`config.mk`:
```
export PLATFORM = sky130hd
export DESIGN_NAME = wb_regfile
export DESIGN_NICKNAME = d
export VERILOG_FILES = /design/src/rtl/mips_pkg.sv /design/src/rtl/wb_mux.sv /design/src/rtl/wb_regfile.sv
export SDC_FILE = /design/constraint.sdc
export NUM_CORES = 2
export LEC_CHECK = 0
export ABC_AREA = 0
export BUFFER_PORTS_ARGS = -buffer_cell sky130_fd_sc_hd__buf_2
export CORE_MARGIN = 2
export CORE_UTILIZATION = 63
export DETAILED_ROUTE_END_ITERATION = 7
export PLACE_DENSITY_LB_ADDON = 0.1
export RECOVER_POWER = 100
export SYNTH_ARGS = -nofsm -noshare
export SYNTH_HDL_FRONTEND = slang
export SYNTH_SLANG_ARGS = --single-unit
```
`constraint.sdc`:
```
create_clock -name clk -period 3.8 [get_ports clk]
set_clock_uncertainty 0.2 [all_clocks]
set_input_delay 0.57 -clock clk [delete_from_list [all_inputs] [get_ports clk]]
set_output_delay 0.57 -clock clk [all_outputs]
set_load 0.02 [all_outputs]
```
`src/rtl/mips_pkg.sv`:
```
// Shared MIPS datapath constants.
// Register file geometry and the hard-wired zero register index.
package mips_pkg;

   localparam int DATA_W   = 32;
   localparam int ADDR_W   = 5;
   localparam int NUM_REGS = 32;
   localparam int REG_ZERO = 0;

endpackage

```
`src/rtl/wb_mux.sv`:
```
// Write-back source select and commit qualifier.
// Picks load data or ALU result; flags a real register write.
module wb_mux
   import mips_pkg::*;
#(
   parameter int DATA_W = mips_pkg::DATA_W,
   parameter int ADDR_W = mips_pkg::ADDR_W
) (
   input  logic              rst,
   input  logic              WB_EN,
   input  logic              MEM_R_EN,
   input  logic [DATA_W-1:0] read_data,
   input  logic [DATA_W-1:0] ALUresult,
   input  logic [ADDR_W-1:0] Dest,
   output logic [DATA_W-1:0] wb_data,
   output logic              wb_valid
);

   logic dest_nz;

   assign dest_nz = (Dest != ADDR_W'(REG_ZERO));

   // Source select; the enable is checked separately so an unknown
   // select with WB_EN low can never reach the register file.
   always_comb begin
      wb_data  = ALUresult;
      wb_valid = 1'b0;
      if (MEM_R_EN) begin
         wb_data = read_data;
      end
      if (!rst && WB_EN && dest_nz) begin
         wb_valid = 1'b1;
      end
   end

endmodule

```
`src/rtl/wb_regfile.sv`:
```
// MEM/WB write-back stage with 32x32 register file and retire counter.
// Optional same-cycle WB->ID bypass when WB_BYPASS_EN is defined.
module wb_regfile
   import mips_pkg::*;
#(
   parameter int DATA_W   = mips_pkg::DATA_W,
   parameter int ADDR_W   = mips_pkg::ADDR_W,
   parameter int NUM_REGS = mips_pkg::NUM_REGS,
   parameter int CNT_W    = 32
) (
   input  logic              clk,
   input  logic              rst,
   input  logic              WB_EN,
   input  logic              MEM_R_EN,
   input  logic [DATA_W-1:0] read_data,
   input  logic [DATA_W-1:0] ALUresult,
   input  logic [ADDR_W-1:0] Dest,
   input  logic [ADDR_W-1:0] rs_addr,
   input  logic [ADDR_W-1:0] rt_addr,
   output logic [DATA_W-1:0] rs_data,
   output logic [DATA_W-1:0] rt_data,
   output logic [DATA_W-1:0] wb_data,
   output logic              wb_valid,
   output logic [CNT_W-1:0]  wb_count
);

   logic [DATA_W-1:0] regs [NUM_REGS];
   logic [DATA_W-1:0] rs_rd;
   logic [DATA_W-1:0] rt_rd;

   wb_mux #(
      .DATA_W(DATA_W),
      .ADDR_W(ADDR_W)
   ) u_mux (
      .rst      (rst),
      .WB_EN    (WB_EN),
      .MEM_R_EN (MEM_R_EN),
      .read_data(read_data),
      .ALUresult(ALUresult),
      .Dest     (Dest),
      .wb_data  (wb_data),
      .wb_valid (wb_valid)
   );

   // Commit storage; wb_valid already excludes reset and register 0.
   always_ff @(posedge clk) begin
      if (rst) begin
         for (int i = 0; i < NUM_REGS; i++) begin
            regs[i] <= '0;
         end
      end else if (wb_valid) begin
         regs[Dest] <= wb_data;
      end
   end

   // Retired write-back counter, wraps naturally at 2**CNT_W.
   always_ff @(posedge clk) begin
      if (rst) begin
         wb_count <= '0;
      end else if (wb_valid) begin
         wb_count <= wb_count + CNT_W'(1);
      end
   end

   // Stored-value read ports; index 0 is hard-wired to zero.
   always_comb begin
      rs_rd = '0;
      rt_rd = '0;
      if (rs_addr != ADDR_W'(REG_ZERO)) begin
         rs_rd = regs[rs_addr];
      end
      if (rt_addr != ADDR_W'(REG_ZERO)) begin
         rt_rd = regs[rt_addr];
      end
   end

`ifdef WB_BYPASS_EN
   // Forward the value being committed this cycle to a matching reader.
   always_comb begin
      rs_data = rs_rd;
      rt_data = rt_rd;
      if (wb_valid && rs_addr == Dest) begin
         rs_data = wb_data;
      end
      if (wb_valid && rt_addr == Dest) begin
         rt_data = wb_data;
      end
   end
`else
   // No bypass: a new value shows up the cycle after commit.
   always_comb begin
      rs_data = rs_rd;
      rt_data = rt_rd;
   end
`endif

endmodule

```
; ---- Word level (Yosys, flattened, before mapping)
; Memories as Yosys holds them, arrays and structs flattened.
; Index checks and enable logic that the tools add are counted.
; Widths: inputs -> output; s select.
[totals]
register_bits = 32
ram_bits = 1024
out_inout_bits = 129
n_memories = 1
[classes]
add_sub_neg = 1
muxes = 12
n_reduce_logical = 7
[memory_table]
columns = name, depth, width, read_ports, rd_ports_with_merged_regs, write_ports, line
row1 = regs, 32, 32, 2, 0, 32, wb_regfile.sv:27  ; logic [DATA_W-1:0] regs [NUM_REGS];
[ops]
columns = cell, count
row1 = $mux 32, 4
row2 = $add 32x1->32 const B, 1
row3 = $reduce_or 32->1, 1
row4 = $reduce_bool 5->1, 3
row5 = $mux 1, 7
row6 = $mux 5, 1
row7 = $logic_and 1x1->1, 2
row8 = $logic_not 1->1, 1

; ---- Longest topological paths before layout
[depth]
depth_word = 9
mapped_depth = 8

; ---- By module
; Synthesis repeated with hierarchy kept, for this count alone.
[hier_totals]
hier_cells = 3898
hier_area_um2 = 56680.6
[modules_own_cells]
columns = module, instances, cells_per_inst, area_per_inst_um2
row1 = wb_regfile, 1, 3858, 56116.3
row2 = wb_mux, 1, 40, 564.3

; ---- Worst setup path after synthesis
; OpenSTA, ideal clock, no wires.
[synth_path]
path_type = input to output
startpoint = in rs_addr[0]
endpoint = out rs_data[0]
arrival_time_ps = 2609
path_slack_ps = 421
path_stages = 8
path_buffers = 4
path_cell_list = clkbuf_2 -> buf_4 -> inv_1 -> buf_2 -> buf_4 -> nand2_1 -> and3_1 -> a2111oi_0
[synth_via]
elab_chain_cells = 2
[synth_rtl]
columns = item, line
row1 = from (decl), wb_regfile.sv:18  ; input logic [ADDR_W-1:0] rs_addr,
row2 = $mem_v2 32x32 / $reduce_bool 5->1 (equally long branches), n/a
row3 = $mux 32 *, wb_regfile.sv:69  ; if (rs_addr != ADDR_W'(REG_ZERO)) begin
row4 = to (decl), wb_regfile.sv:20  ; output logic [DATA_W-1:0] rs_data,
; Mark *: on every way between the ends. The rest lies on a longest branch, timed or not.

==> impl_metrics.csv <==
group,metric,value,unit
status,status,"complete, but fails checks",
status,violations,"max-capacitance violations, max-slew violations, negative setup slack",
worst_setup_path,reg2reg_depth,4,
worst_setup_path,worstReg2RegEnd,"wb_count[28]",
clock_tree,clk_pin_slew_worst_paths,60,ps
global_route,grt_pass1_vias,40100,
finish,final_common_cell,"nor2_1",
floorplanning,io-pin-count,212,
pwr,power_frac_seq,0.475,
drt,drcViolationCount,0,
clock_tree,cts.sinks,1044,
min_path,min_path_cells,3,
synthesis,synth-edff-count,1012,
pwr,p_sw_frac,0.261,
synthesis,synthFlopType,"edfxtp_1",
global_route,grtUsageTotal,0.448,
global_route,grt_max_degree,57,
floorplanning,start_util,0.636,
drt,drt_iter0_drc,7311,
floorplanning,die_w,297,um
finish,fin_nets,4271,
timing,fin_crit,3920,ps
finish,drive_above_1_share,0.264,
floorplanning,die_area,0.0884,mm2
timing,holdWs,103,ps
worst_setup_path,critPathLaunchType,"primary input",
worst_setup_path,end_kind,"flop",
worst_setup_path,rrSetupSlack,1380,ps
clock_tree,clkLatencyLatePin,680,ps
finish,multi_input_area,0.0211,mm2
place,io_buffers,211,
finish,final_cell_mix,"nor2_1, edfxtp_1, mux4_2, mux2i_1, buf_4",
drt,via_per_inst,7.45,
synthesis,ys.warnings.count,0,
floorplanning,core,0.0853,mm2
synthesis,syn_area,0.0542,mm2
synthesis,async_flop_share,0,
clock_tree,clk_path_buf_depth,3,
finish,register_area,0.0310,mm2
clock_tree,cts_root_buf,"clkbuf_16",
timing,finalSetupViolCount,41,
synthesis,syn_inst,3946,
timing,min_period_over_period,1.03,
pwr,p_per_area,467,mW/mm2
timing,rsz0062_at_grt,"no",
min_path,min_to,"regs[17][5]",
timing,worst_slew_pin_slew,1880,ps
pwr,p_sw,0.00746,W
timing,worst_slack,-118,ps
timing,fin_setup_tns,-2690,ps
timing,max_freq,0.255,GHz
clock_tree,cts_buffers,108,
flow_run,drv_cap,9,
min_path,holdCritStartpoint,"ALUresult[5]",
global_route,grt_antenna_before_repair,9,
timing,hold_viol_final,0,
min_path,hold_class,"in2reg",
drt,wl_per_cell,36.8,um
worst_setup_path,cp.arrival,4080,ps
global_route,grt-ovfl-total,0,
place,hpwlAfterDp,128000,um
synthesis,synth_area_per_cell,13.7,um2
pwr,clkPwrFrac,0.380,
worst_setup_path,cp_max_fo,20,
worst_setup_path,required,3960,ps
global_route,grt_pass1_wl,280000,um
clock_tree,cts_max_level,3,
drt,wl,199000,um
clock_tree,post_cts_buffers,0,
synthesis,ys_ff_latch,1044,
timing,maxSlewViolCount,171,
pwr,comb_power_share,0.145,
timing,slew_headroom,-0.288,
place,gp_congestion,0.944,
floorplanning,row_count,107,
drt,vias,40400,
pwr,p_int,0.0211,W
floorplanning,die_y,297,um
pwr,p_leak,22.5,nW
drt,antenna_left,0,
drt,dr.pass1.iters,6,
synthesis,ys_types,63,
finish,filler_cell_count,5743,
synthesis,ys_seq_area_frac,0.572,
pwr,peakVddDrop,0.000458,V
worst_setup_path,r2r-start,"wb_count[4]",
finish,area_growth_syn_to_layout,12.9,%
clock_tree,tritoncts,"yes",
worst_setup_path,crit_type,"in2reg",
per-layer routing:
metal  share of wire  wire, um  global-route usage  up-vias
met4           0.091     18100               0.328       10
met2            0.44     87000               0.661     3989
met5         0.00033        65                   0        -
met3            0.16     31400               0.140      852
li1                -         -                   -    15500
met1            0.31     62600               0.564    20000
cells in the mapped netlist, drive strengths merged (2+ instances only):
library cell | n | area (um2)
nand2 | 134 | 503
or4 | 13 | 97.6
buf | 161 | 1240
a22o | 12 | 105
a22oi | 57 | 428
a221oi | 78 | 764
or3 | 6 | 37.5
o21a | 6 | 45.0
a211oi | 8 | 60.1
a21oi | 55 | 275
o22ai | 20 | 125
nor2b | 21 | 131
a221o | 9 | 90.1
and4 | 6 | 52.6
edfxtp | 1012 | 30400
o31ai | 13 | 97.6
a2bb2oi | 24 | 210
mux4 | 390 | 8870
a211o | 16 | 140
o21ai | 46 | 230
nor4 | 7 | 43.8
inv | 42 | 158
dfxtp | 32 | 641
xnor2 | 4 | 35.0
nor2 | 1046 | 3930
and3b | 2 | 17.5
nand3 | 9 | 45.0
and3 | 22 | 138
clkbuf | 257 | 968
o221ai | 9 | 78.8
nand2b | 3 | 18.8
and2 | 5 | 32.5
a2111oi | 24 | 288
nor3 | 2 | 15.0
mux2 | 71 | 800
mux2i | 289 | 2890
a31oi | 12 | 75.1
nor3b | 5 | 47.5
nand4 | 8 | 50.1
worst max-delay path: stages:
cell           delay, ps
dlygate4sd3_1        540
clkbuf_1             220
nand2b_1             310
nor3b_1              250
clkbuf_1             590
nand2_1              150
nand2_1             1040
buf_8                380
power groups by stage:
stage          sequential (W)  clock (W)  combinational, W
6_report               0.0136     0.0109           0.00413
5_1_grt                0.0136     0.0113           0.00419
4_1_cts                0.0136     0.0108           0.00409
3_5_place_dp           0.0138          0           0.00407
3_3_place_gp           0.0137          0           0.00403
2_1_floorplan          0.0137          0           0.00238
how the worst max path moves through the flow:
stage               start           end  slack (ps)  cells after the start
2_1_floorplan  rs_addr[0]    rs_data[0]         420                      8
3_3_place_gp   rs_addr[1]   rs_data[19]        -130                      9
3_5_place_dp   rs_addr[1]   rs_data[19]        -160                      9
4_1_cts        rs_addr[2]   rs_data[30]          40                     10
5_1_grt        rs_addr[1]   rs_data[27]           8                      9
6_report              rst  regs[30][28]        -120                      8
sequential cells by signal, summed over array words and instances (netlist names):
register and flops:
wb_count 32, regs 1012
cell type report:
cell class                 count  area share
timing repair buffer         530      0.0643
inverter                      43     0.00264
tap                         1144      0.0234
multi-input combinational   2460       0.345
clock inverter                59     0.00963
antenna                        2   0.0000817
sequential                  1044       0.507
clock buffer                 137      0.0485
stage by stage:
step | instance area (um2) | utilization | total power [W] | instances | setup WS, ps
after floorplan | 54300 | - | 0.0160 | 3965 | 421
after global placement | 58400 | 0.685 | 0.0177 | 5220 | -128
after detailed placement | 58400 | 0.685 | 0.0179 | 5220 | -160
after CTS | 62000 | 0.727 | 0.0284 | 5417 | 35.1
after global routing | 61200 | 0.718 | 0.0291 | 5417 | 7.82
final | 61200 | 0.718 | 0.0286 | 5419 | -118
what timing repair did:
item                                   4_1_cts  5_1_grt
resized for setup                            2        5
setup endpoints to repair                    2        5
hold buffers                                 1        0
endpoints found under the hold margin        1        0
pin swaps                                    0        0
logic make-up (layout without fill, tap and decap cells):
kind of cell | Yosys count | after routing | synth area share
and+or+nand+nor | 1293 | 1293 | 0.0957
DFF | 1044 | 1044 | 0.572
muxes | 750 | 750 | 0.232
buffers and inverters | 461 | 769 | 0.0436
AOI/OAI and AO/OA | 392 | 392 | 0.0560
xor gates and xnor gates | 4 | 4 | 0.000646
adders and majority gates | 1 | 1 | 0.000231
other | 1 | 22 | 0.0000691
Note: power is estimated with default switching activity, not from simulation.
